==> config.mk <==
export PLATFORM = sky130hd
export DESIGN_NAME = video_address_gen
export DESIGN_NICKNAME = d
export VERILOG_FILES = /design/src/rtl/vdg_pkg.sv /design/src/rtl/edge_detect.sv /design/src/rtl/video_address_gen.sv
export SDC_FILE = /design/constraint.sdc
export NUM_CORES = 1
export LEC_CHECK = 0
export ABC_AREA = 1
export ABC_CLOCK_PERIOD_IN_PS = 5000
export CAP_MARGIN = 20
export CORE_MARGIN = 2
export CORE_UTILIZATION = 45
export DETAILED_ROUTE_END_ITERATION = 10
export PLACE_DENSITY = 0.71
export SYNTH_ARGS = -nofsm -noshare
export SYNTH_HDL_FRONTEND = slang
export SYNTH_HIERARCHICAL = 1
export SYNTH_SLANG_ARGS = --single-unit
==> constraint.sdc <==
create_clock -name clk -period 5 [get_ports clk]
set_input_delay 1.25 -clock clk [delete_from_list [all_inputs] [get_ports clk]]
set_output_delay 1.25 -clock clk [all_outputs]
set_load 0.01 [all_outputs]
==> src/rtl/vdg_pkg.sv <==
// vdg_pkg: mode encoding and per-mode row geometry (repeat count, bytes per row)
// shared by the VDG address path.
package vdg_pkg;
    localparam int ALPHA_REPEAT = 12;

    typedef enum logic [3:0] {
        ALPHA = 4'b0000,
        GM0   = 4'b1000,
        GM1   = 4'b1001,
        GM2   = 4'b1010,
        GM3   = 4'b1011,
        GM4   = 4'b1100,
        GM5   = 4'b1101,
        GM6   = 4'b1110,
        GM7   = 4'b1111
    } mode_e;

    // gm is meaningless in alpha/semigraphics, so every alpha setting folds to ALPHA
    function automatic mode_e mode_of(input logic ang, input logic [2:0] gm);
        return ang ? mode_e'({1'b1, gm}) : ALPHA;
    endfunction

    function automatic logic [3:0] mode_repeat(input logic ang, input logic [2:0] gm,
                                               input logic [3:0] alpha_rep = 4'(ALPHA_REPEAT));
        case (mode_of(ang, gm))
            GM0, GM1, GM2: return 4'd3;
            GM3, GM4:      return 4'd2;
            GM5, GM6, GM7: return 4'd1;
            default:       return alpha_rep;
        endcase
    endfunction

    function automatic logic [5:0] mode_bytes(input logic ang, input logic [2:0] gm);
        case (mode_of(ang, gm))
            GM0, GM1, GM3, GM5: return 6'd16;
            default:            return 6'd32;
        endcase
    endfunction
endpackage

==> src/rtl/edge_detect.sv <==
// edge_detect: registers a clk-synchronous strobe and pulses for one cycle on its
// rising (or, with FALLING set, falling) edge.
module edge_detect #(
    parameter logic RESET_VAL = 1'b0,
    parameter bit   FALLING   = 1'b0
) (
    input  logic clk,
    input  logic resetn,
    input  logic d,
    output logic pulse
);
    logic q;

    always_ff @(posedge clk or negedge resetn)
        if (!resetn) q <= RESET_VAL;
        else q <= d;

    assign pulse = FALLING ? (q & ~d) : (d & ~q);
endmodule

==> src/rtl/video_address_gen.sv <==
// video_address_gen: display-memory address generator with per-mode row length
// and row repetition, driven by the frame timing strobes.
module video_address_gen #(
    parameter int ADDR_WIDTH   = 13,
    parameter int ALPHA_REPEAT = 12
) (
    input  logic                  clk,
    input  logic                  resetn,
    input  logic                  fsn,
    input  logic                  hsn,
    input  logic                  preload,
    input  logic                  ang,
    input  logic [2:0]            gm,
    output logic [ADDR_WIDTH-1:0] da,
    output logic [3:0]            line_in_row,
    output logic                  row_done
);
    import vdg_pkg::*;

    logic                  line_end, fetch, last_line, ang_l;
    logic [2:0]            gm_l;
    logic [3:0]            rep;
    logic [5:0]            bpr, byte_cnt;
    logic [ADDR_WIDTH-1:0] row_start;

    edge_detect #(.RESET_VAL(1'b1), .FALLING(1'b1)) u_hsn_edge (
        .clk(clk), .resetn(resetn), .d(hsn), .pulse(line_end)
    );

    edge_detect #(.RESET_VAL(1'b0), .FALLING(1'b0)) u_preload_edge (
        .clk(clk), .resetn(resetn), .d(preload), .pulse(fetch)
    );

    assign rep = mode_repeat(ang_l, gm_l, 4'(ALPHA_REPEAT));
    assign bpr = mode_bytes(ang_l, gm_l);
    // >= so that a repeat count shrinking mid-group closes the group instead of overrunning
    assign last_line = line_in_row >= rep - 4'd1;

    always_ff @(posedge clk or negedge resetn)
        if (!resetn) begin
            da          <= '0;
            row_start   <= '0;
            byte_cnt    <= '0;
            line_in_row <= '0;
            row_done    <= 1'b0;
            ang_l       <= 1'b0;
            gm_l        <= '0;
        end else begin
            row_done <= 1'b0;
            if (!fsn || line_end) begin
                ang_l <= ang;
                gm_l  <= gm;
            end
            if (!fsn) begin
                da          <= '0;
                row_start   <= '0;
                byte_cnt    <= '0;
                line_in_row <= '0;
            end else if (line_end) begin
                byte_cnt <= '0;
                if (last_line) begin
                    line_in_row <= '0;
                    row_start   <= da;
                    row_done    <= 1'b1;
                end else begin
                    line_in_row <= line_in_row + 4'd1;
                    da          <= row_start;
                end
            end else if (fetch && byte_cnt < bpr) begin
                da       <= da + ADDR_WIDTH'(1);
                byte_cnt <= byte_cnt + 6'd1;
            end
        end
endmodule
==> results of run 1 <==
-- final timing paths --
check / from / endpoint / slack (ns)
hold reg to reg: row_start[4] / row_start[4] / 0.51
setup reg to reg: ang_l / row_start[7] / 1.93
max in group asynchronous: resetn / gm_l[0] / 3.32
hold / removal: row_start[4] / row_start[4] / 0.51
min in group asynchronous: resetn / line_in_row[0] / 1.09
setup / recovery: ang_l / row_start[7] / 1.93
-- report_power, final --
group | leakage (nW) | internal (mW) | switching (mW)
Combinational | 0.814 | 0.0757 | 0.107
Clock | 0.0482 | 0.112 | 0.120
Sequential | 0.570 | 0.372 | 0.0314
Total | 1.43 | 0.559 | 0.258
-- state kept, by name (all words and copies together) (netlist names) --
| name | cells |
|---|---|
| da | 13 |
| line_in_row | 4 |
| u_hsn_edge/q | 1 |
| row_start | 13 |
| ang_l | 1 |
| byte_cnt | 6 |
| row_done | 1 |
| u_preload_edge/q | 1 |
| gm_l | 3 |
-- synth_stat cells (all sizes together) (2+ instances only) --
master / instances
nand3: 47
a211oi: 2
o211ai: 13
nand2: 81
nor2: 21
a21oi: 6
nand3b: 3
or2: 2
inv: 45
buf: 12
o21ai: 22
nand4: 17
xnor2: 2
ha: 9
dfrtp: 42
clkbuf: 3
xor2: 5
-- cells by family after synthesis --
logic type	synth area share, %
simple gates	32.4
fa+ha+maj	4.25
xor+xnor	2.31
flops	40.6
buf+inv	9.67
compound gates	10.8
-- per-stage QoR --
| stage | power (mW) | util, % | hold slack [ns] | std cells | setup slack, ns |
|---|---|---|---|---|---|
| floorplan | 0.527 | - | 0.472 | 336 | 2.66 |
| global placement | 0.587 | 52.2 | 0.487 | 421 | 1.72 |
| detailed placement | 0.593 | 52.2 | 0.493 | 421 | 1.68 |
| CTS | 0.826 | 53.8 | 0.514 | 429 | 1.95 |
| global route | 0.864 | 53.8 | 0.531 | 429 | 1.58 |
| finish | 0.817 | 53.8 | 0.512 | 429 | 1.93 |
-- cell type report --
| class | count | area [µm²] |
|---|---|---|
| Timing Repair Buffer | 28 | 270 |
| Fill cell | 556 | 2590 |
| Clock buffer | 7 | 86.3 |
| Sequential cell | 43 | 1080 |
| Inverter | 45 | 169 |
| Clock inverter | 1 | 5.00 |
| Tap cell | 72 | 90.1 |
| Multi-Input combinational cell | 233 | 1320 |
-- metal layers --
layer  GRT usage [%]  wire length (µm)  part of all wire, %  vias up
met3            2.33               260                  4.5        5
met4            6.10                78                  1.3        0
met1            30.0              2960                   51     1083
met2            31.1              2530                   43       62
met5               0                 0                    0        -
li1                -                 -                    -     1160
-- critical path, cell delays in order, from the launching register on --
cell and delay (ns):
dfrtp_1 0.46, inv_1 0.09, a211oi_1 0.27, a31oi_1 0.10
ha_1 0.21, xor2_1 0.15, ha_1 0.20, a21oi_2 0.54
nand3_2 0.44, nand2_1 0.16, nand3_1 0.13, o211ai_1 0.13
inv_1 0.06
==> results.cfg, run 1 <==
[run_status]
outcome = complete, no violations

[final_layout]
n_antenna_cell = 0
final_cell_mix = nand2_1, inv_1, nand3_1, dfrtp_1, clkdlybuf4s50_1
drive_gt1_share_pct = 9.80
synthToLayoutAreaGrowth_pct = 13.7
final_common_cell = nand2_1
stdcell_area_mm2 = 0.00302
final_nets = 374

[critical_path]
cp.arrival_ns = 3.25
path_max_fanout = 15
crit_required_ns = 5.19
cp-start-kind = flip-flop
reg2reg_depth = 12
critical_path_class = flip-flop to flip-flop
endpoint_kind = flip-flop

[timing]
hold_viol = 0
setup_viol = 0
skew_ns = 0.00516
fin_crit_sh_pct = 61.3
max_freq_mhz = 326
worst_pin_slew_ns = 0.942
grt_setup_unrepaired = no
slew_violations = 0
relSlewSlack_pct = 37.2
period_minus_slack_ns = 3.07
finalSetupTns_ns = 0

[clocking]
holdBufCountCts = 0
cts_resized = 0
post_cts_buffers = 0
cts_buffer_depth = 2
cts_root_buffer = clkbuf_8
clk_pin_slew_ns = 0.08
clock_latency_ns = 0.30
cts_tree = yes
cts_made_buffers = 5
h-tree-depth = 2
clock-sinks = 43

[global_route]
grt-ovfl-total = 0
grt_pass1_vias = 2130
grt_max_degree = 44
track_usage_pct = 20.2
grt_first_pass_wirelength_um = 10200
antenna_found_initial = 0

[floorplan]
pin_count = 27
die_w_um = 80.8
die_y_um = 80.8
die-area_mm2 = 0.00652
fp-row-count = 27
start_util_pct = 47.3
core_area_mm2 = 0.00561

[synth]
ys_top_cells_by_area = dfrtp_1, nand2_1, nand3_1
ys_seq_elements = 43
yosysTopAreaCell = dfrtp_1
synthCells = 336
yosysSeqAreaShare_pct = 40.6
avgSynthCellArea_um2 = 7.89
async_reset_ff_share_pct = 100
synth_top_area_share_pct = 39.6
synth_fp_nets = 354
synth_edf_count = 0
synth_area_mm2 = 0.00265
ys_warn_count = 6
synth_ff_type = dfrtp_1
synth_cell_types = 33

[worst_hold_path]
holdPathStages = 2
hp-class = flip-flop to flip-flop

[pwr]
power.density_mw_per_mm2 = 271
p_leak_nw = 1.43
worst_ir_drop_vdd_mv = 0.137

[drt]
dr.pass1.iters = 4
vias_per_cell = 5.38
wl_per_cell_um = 13.6
vias = 2310
wl_um = 5830
first_iter_violations = 119
drc = 0
antenna_left = 0

[job]
cap_violations = 0

[place]
dp_hpwl_um = 4190
postPlaceCellArea_mm2 = 0.00293
io_buffers = 26
globalplace.congestion = 0.812
Power figures use the tool's default switching activity.
==> inputs of run 2 (changes only) <==
Settings changed: ABC_CLOCK_PERIOD_IN_PS 5000 to 2500, PLACE_DENSITY 0.71 to 0.73.
Clock period 5 ns to 2.5 ns, I/O delays scaled along.
==> results.cfg, run 2 (same netlist as run 1, synthesis figures left out) <==
[run_status]
outcome = complete, no violations

[clocking]
cts_root_buffer = clkbuf_8
h-tree-depth = 2
cts_buffer_depth = 2
clock-sinks = 43
clock_latency_ns = 0.30
cts_tree = yes
holdBufCountCts = 0
clk_pin_slew_ns = 0.09
cts_made_buffers = 5

[floorplan]
fp-row-count = 27
pin_count = 27
die-area_mm2 = 0.00652
start_util_pct = 47.3
core_area_mm2 = 0.00561
die_y_um = 80.8
die_w_um = 80.8

[drt]
maxUsedRoutingLayer = met4
antenna_left = 0
wl_um = 6300
drc = 0
vias = 2371
vias_per_cell = 5.38
met2RoutedLength_um = 2930
first_iter_violations = 283
dr.pass1.iters = 5
wl_per_cell_um = 14.3
wl_met3_um = 295
met1Wirelength_um = 2990

[pwr]
p_total_mw = 1.80
worst_ir_drop_vdd_mv = 0.320
p_leak_nw = 1.56
power.density_mw_per_mm2 = 555

[global_route]
grt_first_pass_wirelength_um = 10300
antenna_found_initial = 0
grt_pass1_vias = 2174
track_usage_pct = 20.7
grt-ovfl-total = 0
grt_max_degree = 23

[final_layout]
fillCellCount = 503
drive_gt1_share_pct = 14.6
final_cells = 441
final_common_cell = nand2_1
top_regs = da (13), row_start (13), byte_cnt (6)
n_antenna_cell = 0
synthToLayoutAreaGrowth_pct = 22.0
final_cell_mix = nand2_1, inv_1, dfrtp_1, nand3_1, clkdlybuf4s50_1
final_nets = 386

[job]
cap_violations = 0

[place]
globalplace.congestion = 0.862
dp_hpwl_um = 4160
dpl.cell_count = 428
io_buffers = 26
dp_slack_ns = 0.0602

[timing]
fin_crit_sh_pct = 95.4
postLayoutSetupSlackWorst_ns = 0.115
max_freq_mhz = 419
skew_ns = 0.0103
slew_violations = 0
relSlewSlack_pct = 62.8
worst_pin_slew_ns = 0.556
setup_viol = 0
period_minus_slack_ns = 2.38
hold_viol = 0

[worst_hold_path]
hp-class = primary input to asynchronous set/reset pin

[critical_path]
critical_path_class = flip-flop to flip-flop
crit_required_ns = 2.70
critPathSlowestCell = dfrtp_1
rr_endpoint = row_start[11]
reg2reg_depth = 14
endpoint_kind = flip-flop
r2r-start = gm_l[1]
cp.arrival_ns = 2.58
cp-start-kind = flip-flop
slowest_delay_ns = 0.41
r2r_setup_slack_ns = 0.12
path_max_fanout = 7
path_cells = inv_2 > a211oi_1 > or2_2 > ha_1 > xor2_1 > ha_1 > nand2_1 > inv_2 > nand2_4 > clkbuf_16 > nand4_1 > nand3_1 > o211ai_1 > inv_1
run 2: repair_timing:
item / CTS / global route
gates resized for setup: 0 / 16
setup endpoints to repair: 0 / 27
setup buffers: 0 / 3
run 2: how the worst max path moves through the flow:
stage                  from            end  slack, ns  cells past startpoint
finish              gm_l[1]  row_start[11]       0.12                     14
global route        gm_l[0]          da[7]      -0.04                     14
CTS                 gm_l[1]   row_start[7]       0.01                     14
detailed placement  gm_l[1]   row_start[7]       0.06                     14
global placement    gm_l[1]   row_start[7]       0.09                     14
floorplan             ang_l   row_start[3]       0.16                     15
run 2: power by group:
group	internal [mW]	switching, mW	total, mW	leakage [nW]
clock network	0.324	0.249	0.572	0.0612
logic	0.184	0.236	0.420	0.932
registers	0.743	0.0607	0.804	0.570
run 2: through the flow:
stage / cell area [µm²] / setup TNS [ns] / hold WS (ns) / utilization (%)
final: 3240 / 0 / 0.293 / 57.7
after global routing: 3240 / -0.102 / 0.328 / 57.7
after CTS: 3110 / 0 / 0.314 / 55.4
after detailed placement: 2990 / 0 / 0.492 / 53.3
after global placement: 2990 / 0 / 0.488 / 53.3
after floorplan: 2650 / 0 / 0.329 / -
run 2: final cells by class:
type | count | area [µm²] | share of cell area, %
Clock buffer | 6 | 82.6 | 2.55
Clock inverter | 2 | 35.0 | 1.08
Multi-Input combinational cell | 234 | 1380 | 42.7
Inverter | 45 | 169 | 5.22
Sequential cell | 43 | 1080 | 33.3
Tap cell | 72 | 90.1 | 2.78
Timing Repair Buffer | 39 | 402 | 12.4
run 2: layer usage:
layer  GRT usage (%)  vias up
met5               0        -
met4            5.59        0
met3            3.44        7
met2            33.2       84
met1            29.1     1101
li1                -     1179
run 2: critical path: cells and delay by family, from the launching register on:
family | cells | cell delay [ns]
DFF | 1 | 0.41
buffers and inverters | 4 | 0.42
xor gates and xnor gates | 1 | 0.14
AOI/OAI and AO/OA | 2 | 0.19
and+or+nand+nor | 5 | 0.66
adders and majority gates | 2 | 0.47
